## config.mk

```make
export PLATFORM = sky130hd
export DESIGN_NAME = noc_endpoint_tg
export DESIGN_NICKNAME = d
export VERILOG_FILES = /design/src/rtl/noc_endpoint_tg.sv
export SDC_FILE = /design/constraint.sdc
export NUM_CORES = 1
export LEC_CHECK = 0
export ABC_AREA = 0
export CELL_PAD_IN_SITES_DETAIL_PLACEMENT = 1
export CELL_PAD_IN_SITES_GLOBAL_PLACEMENT = 2
export CORE_AREA = 2 2 155 157
export DETAILED_ROUTE_END_ITERATION = 7
export DIE_AREA = 0 0 157 159
export PLACE_DENSITY = 0.79
export SKIP_CTS_REPAIR_TIMING = 1
export SLEW_MARGIN = 20
export SYNTH_ARGS = -nofsm -noshare
export SYNTH_HDL_FRONTEND = slang
export SYNTH_SLANG_ARGS = --single-unit
```

## constraint.sdc

```tcl
create_clock -name clk -period 3.1 [get_ports clk]
set_clock_uncertainty 0.1 [all_clocks]
set_input_delay 0.775 -clock clk [delete_from_list [all_inputs] [get_ports clk]]
set_output_delay 0.775 -clock clk [all_outputs]
set_load 0.005 [all_outputs]
```

## src/rtl/noc_endpoint_tg.sv

```systemverilog
// noc_endpoint_tg: per-router traffic generator/checker for a switch_router_dsb mesh.
// Define TG_TIMEOUT_EN to build the REQ/RTZ watchdog; otherwise timeout is tied 0.
module noc_endpoint_tg #(
    parameter int FLIT_W      = 32,
    parameter int COORD_W     = 3,
    parameter int SEQ_W       = 16,
    parameter int MESH_X      = 2,
    parameter int MESH_Y      = 2,
    parameter int TX_GAP      = 2,
    parameter int CNT_W       = 16,
    parameter int TIMEOUT_CYC = 256
) (
    input  logic               clk,
    input  logic               rst,
    input  logic [COORD_W-1:0] lx,
    input  logic [COORD_W-1:0] ly,
    input  logic               en,
    input  logic               dst_mode,
    input  logic [COORD_W-1:0] dst_x,
    input  logic [COORD_W-1:0] dst_y,
    input  logic [CNT_W-1:0]   num_flits,
    output logic [FLIT_W-1:0]  tx_dataout,
    output logic               tx_reqout,
    input  logic               tx_ackin,
    input  logic [FLIT_W-1:0]  rx_datain,
    input  logic               rx_reqin,
    output logic               rx_ackout,
    output logic [CNT_W-1:0]   tx_count,
    output logic [CNT_W-1:0]   rx_count,
    output logic [CNT_W-1:0]   err_count,
    output logic               done,
    output logic               timeout
);
    localparam logic [1:0] TX_IDLE = 2'd0, TX_GAPS = 2'd1, TX_REQ = 2'd2, TX_RTZ = 2'd3;
    localparam logic RX_IDLE = 1'b0, RX_ACK = 1'b1;
    localparam int NODES = MESH_X * MESH_Y;
    localparam int IDX_W = NODES > 1 ? $clog2(NODES) : 1;
    localparam int GAP_W = TX_GAP > 1 ? $clog2(TX_GAP) : 1;

    logic [1:0]           r_tx_st, w_tx_nxt;
    logic [GAP_W-1:0]     r_gap;
    logic [FLIT_W-1:0]    r_tx_data, w_flit;
    logic [CNT_W-1:0]     r_tx_cnt, r_rx_cnt, r_err_cnt;
    logic [2*COORD_W-1:0] r_ptr, w_ptr_eff, w_dst, w_own;
    logic                 r_done, r_rx_st;
    logic [SEQ_W-1:0]     r_exp [NODES];
    logic [COORD_W-1:0]   w_rdx, w_rdy, w_rsx, w_rsy;
    logic [SEQ_W-1:0]     w_rseq;
    logic [IDX_W-1:0]     w_idx;
    logic                 w_src_out, w_err;

    // Sweep order: y fastest, then x, wrapping at the mesh edge.
    function automatic logic [2*COORD_W-1:0] f_inc(input logic [2*COORD_W-1:0] p);
        logic [COORD_W-1:0] x, y;
        x = p[2*COORD_W-1 -: COORD_W];
        y = p[COORD_W-1:0];
        if (y == COORD_W'(MESH_Y - 1))
            return {(x == COORD_W'(MESH_X - 1)) ? COORD_W'(0) : x + COORD_W'(1), COORD_W'(0)};
        return {x, y + COORD_W'(1)};
    endfunction

    assign w_own     = {lx, ly};
    assign w_ptr_eff = (r_ptr == w_own) ? f_inc(r_ptr) : r_ptr;
    assign w_dst     = dst_mode ? w_ptr_eff : {dst_x, dst_y};

    always_comb begin
        w_flit = '0;
        w_flit[FLIT_W-1 -: 4*COORD_W] = {w_dst, w_own};
        w_flit[SEQ_W-1:0] = SEQ_W'(r_tx_cnt);
    end

    always_comb begin
        w_tx_nxt = r_tx_st;
        case (r_tx_st)
            TX_IDLE: if (en && r_tx_cnt < num_flits) w_tx_nxt = (TX_GAP == 0) ? TX_REQ : TX_GAPS;
            TX_GAPS: if (int'(r_gap) >= TX_GAP - 1) w_tx_nxt = TX_REQ;
            TX_REQ:  if (tx_ackin) w_tx_nxt = TX_RTZ;
            default: if (!tx_ackin) w_tx_nxt = TX_IDLE;
        endcase
    end

    always_ff @(posedge clk or negedge rst) begin
        if (!rst) begin
            r_tx_st   <= TX_IDLE;
            r_gap     <= '0;
            r_tx_data <= '0;
            r_tx_cnt  <= '0;
            r_ptr     <= '0;
            r_done    <= 1'b0;
        end else begin
            r_tx_st <= w_tx_nxt;
            r_gap   <= (r_tx_st == TX_GAPS) ? r_gap + GAP_W'(1) : '0;
            r_done  <= (r_tx_st == TX_IDLE) && (r_tx_cnt >= num_flits);
            if (w_tx_nxt == TX_REQ && r_tx_st != TX_REQ)
                r_tx_data <= w_flit;
            if (r_tx_st == TX_REQ && tx_ackin) begin
                r_tx_cnt <= r_tx_cnt + CNT_W'(r_tx_cnt != '1);
                if (dst_mode)
                    r_ptr <= f_inc(w_ptr_eff);
            end
        end
    end

    assign w_rdx  = rx_datain[FLIT_W-1 -: COORD_W];
    assign w_rdy  = rx_datain[FLIT_W-1-COORD_W -: COORD_W];
    assign w_rsx  = rx_datain[FLIT_W-1-2*COORD_W -: COORD_W];
    assign w_rsy  = rx_datain[FLIT_W-1-3*COORD_W -: COORD_W];
    assign w_rseq = rx_datain[SEQ_W-1:0];
    assign w_src_out = (int'(w_rsx) >= MESH_X) || (int'(w_rsy) >= MESH_Y);
    assign w_idx  = IDX_W'(int'(w_rsx) * MESH_Y + int'(w_rsy));
    assign w_err  = ({w_rdx, w_rdy} != w_own) || w_src_out || (w_rseq != r_exp[w_idx]);

    // The expected-seq entry always resyncs to the received seq, so one gap costs one error.
    always_ff @(posedge clk or negedge rst) begin
        if (!rst) begin
            r_rx_st   <= RX_IDLE;
            r_rx_cnt  <= '0;
            r_err_cnt <= '0;
            for (int i = 0; i < NODES; i++) r_exp[i] <= '0;
        end else if (r_rx_st == RX_IDLE && rx_reqin) begin
            r_rx_st  <= RX_ACK;
            r_rx_cnt <= r_rx_cnt + CNT_W'(r_rx_cnt != '1);
            if (w_err)
                r_err_cnt <= r_err_cnt + CNT_W'(r_err_cnt != '1);
            if (!w_src_out)
                r_exp[w_idx] <= w_rseq + SEQ_W'(1);
        end else if (r_rx_st == RX_ACK && !rx_reqin) begin
            r_rx_st <= RX_IDLE;
        end
    end

`ifdef TG_TIMEOUT_EN
    localparam int TO_W = $clog2(TIMEOUT_CYC + 1);
    logic [TO_W-1:0] r_to_cnt, w_to_nxt;
    logic            r_timeout;
    assign w_to_nxt = (w_tx_nxt != r_tx_st || !r_tx_st[1]) ? '0 :
                      r_to_cnt + TO_W'(r_to_cnt != TO_W'(TIMEOUT_CYC));
    always_ff @(posedge clk or negedge rst) begin
        if (!rst) begin
            r_to_cnt  <= '0;
            r_timeout <= 1'b0;
        end else begin
            r_to_cnt  <= w_to_nxt;
            r_timeout <= r_timeout | (w_to_nxt == TO_W'(TIMEOUT_CYC));
        end
    end
    assign timeout = r_timeout;
`else
    assign timeout = 1'b0;
`endif

    assign tx_dataout = r_tx_data;
    assign tx_reqout  = (r_tx_st == TX_REQ);
    assign rx_ackout  = (r_rx_st == RX_ACK);
    assign tx_count   = r_tx_cnt;
    assign rx_count   = r_rx_cnt;
    assign err_count  = r_err_cnt;
    assign done       = r_done;
endmodule
```

==> impl_metrics.ini, run 1 <==
[status]
status = finished, final reports clean

[logic_synthesis]
synthMuxAreaShare_pct = 10.3
synth-simple-area-share_pct = 13.3
syn_area_per_cell_um2 = 10.9
synth.area.top_cells = dfrtp_1 (50%), xnor2_1 (6.1%), nand2_1 (5.1%)
ys.flop_type = dfrtp_1
synthDistinctLibCells = 45
yosys.area.top_type_share_pct = 50.0
synth_xor_area_share_pct = 10.8
netlist_area_um2 = 7560
synth_edf_count = 0
yosys_register_bits = 151
synth_top_family_by_area = simple AND/OR/NAND/NOR gates
synth_compound_area_share_pct = 7.92
syn_inst = 695
ys_async_sr_fraction_pct = 100
synth_top_area_cell = dfrtp_1
yosys.area_share.adder_pct = 3.97
ys_warn_count = 0
synth_seq_area_share_pct = 50.0

[cts]
clk_pin_slew_ps = 70
cts_tree = yes
cts_sinks = 151
cts_buffer_depth = 2
root_buffer = clkbuf_16
insertion_delay_ps = 420
cts_buffers = 17
htree_levels = 4

[final_layout]
design_area_um2 = 10400
drive_gt1_share_pct = 15.5
areaGrowthSynthToFinish_pct = 37.2
final_core_util_pct = 44.7
fillCellCount = 2531
diodes = 0
nNetsFinal = 968

[global_routing]
grt_max_degree = 58
grt_pass1_wl_um = 31900
antenna_found_initial = 0
grt.overflow.total = 0
first_global_vias = 6019
grtUsageTotal_pct = 16.3

[drt]
wl_um = 19900
wire_per_inst_um = 16.4
first_pass_iters = 4
routed-via-count = 5692
drtIter0Drc = 149
viasPerCell = 4.71
drc = 0
ant_nets = 0

[die]
dieArea_um2 = 25000
start_util_pct = 32.6
die_h_um = 159
ios = 150
core_um2 = 23200
die_x_um = 157
std_cell_rows = 56

[pwr]
pwr-share-comb_pct = 25.7
clockPowerShare_pct = 33.0
intPower_mw = 4.74
switchingPower_mw = 1.83
p_leak_nw = 4.68
p_seq_share_pct = 41.2
swShare_pct = 27.9
power_density_nw_per_um2 = 634
peakVddDrop_uv = 278

[worst_setup_path]
critPathKind = flip-flop to flip-flop
timing.critical_path.required_ps = 3280
path_max_fanout = 4
reg2reg_depth = 12
r2r_end = err_count[10]
cp-start-kind = flip-flop
end_kind = flip-flop
worstPathArrival_ps = 3020
regToRegSetupSlack_ps = 260
worstReg2RegStart = err_count[7]

[placed_design]
place_ws_ps = -488
place_area_um2 = 9610
routabilityCongestion = 0.766
dp_hpwl_um = 14500
io_buffers = 140

[timing]
final_max_slew_viol_count = 0
setup_viol = 0
min_period_ps = 2840
slew_headroom_pct = 47.9
worstMarginPinSlew_ps = 779
fin_crit_sh_pct = 91.6
hold_ws_ps = 222
hold_viol = 0
fmax_mhz = 352
layout_setup_ws_ps = 260

[hold_path]
min_path_type = input pin to async pin

[run]
cap_viol_max_count = 0
## layout by cell type, fill, tap and decap left out, types with 10 or more instances in the layout
| cell | synthesis | final |
|---|---|---|
| a21oi_1 | 11 | 11 |
| nand4_1 | 25 | 25 |
| mux2_2 | 32 | 32 |
| mux4_2 | 11 | 12 |
| ha_1 | 24 | 24 |
| xnor2_1 | 53 | 49 |
| o21ai_0 | 68 | 68 |
| nor2_1 | 24 | 24 |
| nand2_1 | 102 | 102 |
| inv_1 | 22 | 22 |
| nand3_1 | 21 | 21 |
| dfrtp_1 | 151 | 151 |
| clkdlybuf4s50_1 | 0 | 136 |
| clkbuf_16 | 0 | 19 |
| buf_4 | 6 | 47 |
| a21o_1 | 10 | 10 |
| xor2_1 | 40 | 39 |
## registers in the layout, summed over array words and instances, names as in the netlist
name,flops
done,1
r_exp,64
r_ptr,6
r_gap,1
r_tx_st,2
tx_dataout,28
rx_ackout,1
err_count,16
tx_count,16
rx_count,16
## cell usage after synthesis, types with 2 or more instances
library cell,count
nor2b_1,4
a211oi_1,9
ha_1,24
mux4_1,5
buf_6,3
nand2_1,102
mux2_2,32
nor3_1,8
nor4_1,2
inv_1,22
clkbuf_1,24
xnor2_1,53
nand4_1,25
or4_1,3
and3_1,8
nand2b_1,3
buf_4,6
o21a_1,2
a21o_1,10
a21oi_1,11
and4_1,2
xor2_1,40
mux4_2,11
or3_1,2
mux2i_1,3
dfrtp_1,151
and2_1,2
nand3_1,21
nor2_1,24
o21ai_0,68
## area by class of cell
type	count	area, um^2	share of cell area (%)
sequential	151	3780	36.4
clock inverter	9	150	1.45
inverter	22	82.6	0.797
multi-input combinational	491	3570	34.5
tap	319	399	3.85
timing repair buffer	195	1920	18.6
clock buffer	21	460	4.44
## cell families after synthesis
family / count (synthesis)
simple gates: 212
flops: 151
compound gates: 105
xor+xnor: 93
buf+inv: 57
mux: 52
fa+ha+maj: 24
other cells: 1
## critical path: stages (launching register included)
cell and delay, ps:
dfrtp_1 410, nand3_1 190, nor3_1 370, and3_1 230
nand2_1 90, or3_1 380, ha_1 200, ha_1 220
nand2_1 80, nor2_1 70, nand2_1 140, a2111oi_2 70
xor2_1 170
## layer usage
layer / part of all wire [%] / up-vias / wire [um] / track usage [%]
li1: - / 2769 / - / -
met1: 48 / 2796 / 9490 / 22.2
met2: 48 / 107 / 9440 / 26.5
met3: 3.2 / 20 / 641 / 3.13
met4: 1.4 / 0 / 282 / 4.67
met5: 0 / - / 0 / 0
## power by group through the flow
stage | combinational, mW | clock [mW] | sequential [mW]
2_1_floorplan | 0.854 | 0 | 2.65
4_1_cts | 1.69 | 2.24 | 2.71
3_3_place_gp | 1.63 | 0 | 2.73
3_5_place_dp | 1.68 | 0 | 2.74
5_1_grt | 1.89 | 2.33 | 2.77
6_report | 1.69 | 2.17 | 2.71
## stage by stage
step / power [mW] / instances / setup TNS [ps]
2_1_floorplan: 3.50 / 699 / 0
3_3_place_gp: 4.35 / 1171 / -6030
3_5_place_dp: 4.43 / 1171 / -6620
4_1_cts: 6.65 / 1201 / -579
5_1_grt: 6.99 / 1208 / -10.1
6_report: 6.57 / 1208 / 0
## worst max path at each step
stage	to	slack, ps	from	cells past startpoint
finish	err_count[10]	260	err_count[7]	12
global route	err_count[10]	-10	err_count[7]	12
CTS	err_count[10]	-80	rx_datain[21]	11
detailed placement	err_count[1]	-490	rx_datain[21]	10
global placement	err_count[10]	-450	rx_datain[21]	11
floorplan	err_count[1]	260	rx_datain[20]	7
Note: power is estimated with default switching activity, not from simulation.
==> run 2: changes to the inputs <==
--- a/config.mk
+++ b/config.mk
@@ -6,13 +6,16 @@
 export NUM_CORES = 1
 export LEC_CHECK = 0
 export ABC_AREA = 0
+export CAP_MARGIN = 20
 export CELL_PAD_IN_SITES_DETAIL_PLACEMENT = 1
 export CELL_PAD_IN_SITES_GLOBAL_PLACEMENT = 2
 export CORE_AREA = 2 2 155 157
 export DETAILED_ROUTE_END_ITERATION = 7
 export DIE_AREA = 0 0 157 159
 export PLACE_DENSITY = 0.79
+export REMOVE_ABC_BUFFERS = 1
 export SKIP_CTS_REPAIR_TIMING = 1
+export SKIP_LAST_GASP = 1
 export SLEW_MARGIN = 20
 export SYNTH_ARGS = -nofsm -noshare
 export SYNTH_HDL_FRONTEND = slang
==> impl_metrics.ini, run 2 (same netlist as run 1, synthesis figures left out) <==
[status]
status = finished, final reports clean

[pwr]
swShare_pct = 31.0
pwr-share-comb_pct = 26.0
peakVddDrop_uv = 258
p_leak_nw = 4.68
power_density_nw_per_um2 = 620
p_seq_share_pct = 42.1
intPower_mw = 4.43
clockPowerShare_pct = 31.8
finalPower_mw = 6.42
switchingPower_mw = 1.99

[cts]
cts_buffers = 17
cts_tree = yes
clk_pin_slew_ps = 70
cts_sinks = 151
insertion_delay_ps = 430
root_buffer = clkbuf_16
cts_buffer_depth = 2
htree_levels = 4

[final_layout]
areaGrowthSynthToFinish_pct = 36.9
fillCellCount = 2545
largest_register = r_exp
drive_gt1_share_pct = 15.8
largest_reg_flops = 64
nNetsFinal = 971
final_core_util_pct = 44.6
final_cell_mix = dfrtp_1 (151), clkdlybuf4s50_1 (136), nand2_1 (102)
design_area_um2 = 10300
diodes = 0
final_common_cell = dfrtp_1

[drt]
wire_per_inst_um = 16.5
viasPerCell = 4.76
first_pass_iters = 4
drtIter0Drc = 176
routed-via-count = 5768
ant_nets = 0
wl_um = 20000
drc = 0

[timing]
setup_viol = 0
min_period_ps = 2800
rsz0062_at_grt = no
worstMarginPinSlew_ps = 643
slew_headroom_pct = 56.8
hold_viol = 0
fmax_mhz = 358
fin_crit_sh_pct = 90.2
final_max_slew_viol_count = 0
layout_setup_ws_ps = 304

[placed_design]
place_ws_ps = -454
dp_hpwl_um = 14800
io_buffers = 140
routabilityCongestion = 0.773
place_area_um2 = 9650

[global_routing]
grtUsageTotal_pct = 16.4
grt_max_degree = 59
grt.overflow.total = 0
first_global_vias = 6042
antenna_found_initial = 0
grt_pass1_wl_um = 32300

[run]
cap_viol_max_count = 0

[worst_setup_path]
cp-start-kind = flip-flop
worstPathArrival_ps = 2990
path_max_fanout = 4
worstReg2RegStart = err_count[7]
end_kind = flip-flop
crit_start = err_count[7]
timing.critical_path.required_ps = 3290
critPathKind = flip-flop to flip-flop

[die]
core_um2 = 23200
std_cell_rows = 56
die_h_um = 159
ios = 150
die_x_um = 157
start_util_pct = 32.6
dieArea_um2 = 25000

[hold_path]
min_path_type = input pin to async pin
## run 2: changes by cell type in the layout (fill, tap and decap cells not counted), sizes merged
cell / delta
inv: +10
bufinv: -4
clkbuf: -5
clkinv: +1
buf: +4
clkinvlp: -1
## run 2: metrics by stage
| stage | hold slack [ps] | instances | setup TNS [ps] |
|---|---|---|---|
| 5_1_grt | 271 | 1213 | 0 |
| 6_report | 237 | 1213 | 0 |
| 3_5_place_dp | 370 | 1174 | -8230 |
| 3_3_place_gp | 354 | 1174 | -6370 |
| 4_1_cts | 258 | 1206 | -47.3 |
| 2_1_floorplan | 325 | 664 | -7590 |
## run 2: final cells by class
cell class / instances / area (um^2) / area share (%)
inverter: 22 / 82.6 / 0.799
clock inverter: 15 / 154 / 1.49
tap: 319 / 399 / 3.86
sequential: 151 / 3780 / 36.5
clock buffer: 17 / 425 / 4.11
multi-input combinational: 491 / 3560 / 34.4
timing repair buffer: 198 / 1950 / 18.8
## run 2: final timing paths
check,endpoint,cells past startpoint,slack (ps)
min reg2reg,r_exp[60],2,380
min in group clk,r_exp[60],2,380
max reg2reg,err_count[7],12,300
min,tx_dataout[2],1,240
max in group asynchronous,tx_dataout[28],2,1970
max,err_count[7],12,300
## run 2: power by group through the flow
stage / registers, mW / logic (mW) / clock network [mW]
floorplan: 2.67 / 0.797 / 0
global placement: 2.73 / 1.63 / 0
detailed placement: 2.74 / 1.68 / 0
CTS: 2.71 / 1.69 / 2.10
global route: 2.77 / 1.87 / 2.19
finish: 2.70 / 1.67 / 2.04
## run 2: worst max-delay path, stage by stage, from the launching register on
cell and delay (ps):
dfrtp_1 410, nand3_1 160, nor3_1 350, and3_1 230
nand2_1 80, or3_1 380, ha_1 210, and3_1 200
nand2_1 100, or2_2 130, buf_4 120, a211oi_1 60
xor2_1 150
## run 2: metal layers
metal | GRT usage (%) | vias to the layer above | part of all wire, %
met4 | 4.30 | 0 | 1.2
li1 | - | 2769 | -
met5 | 0 | - | 0
met3 | 2.94 | 15 | 2.6
met2 | 26.8 | 89 | 49
met1 | 22.6 | 2895 | 47
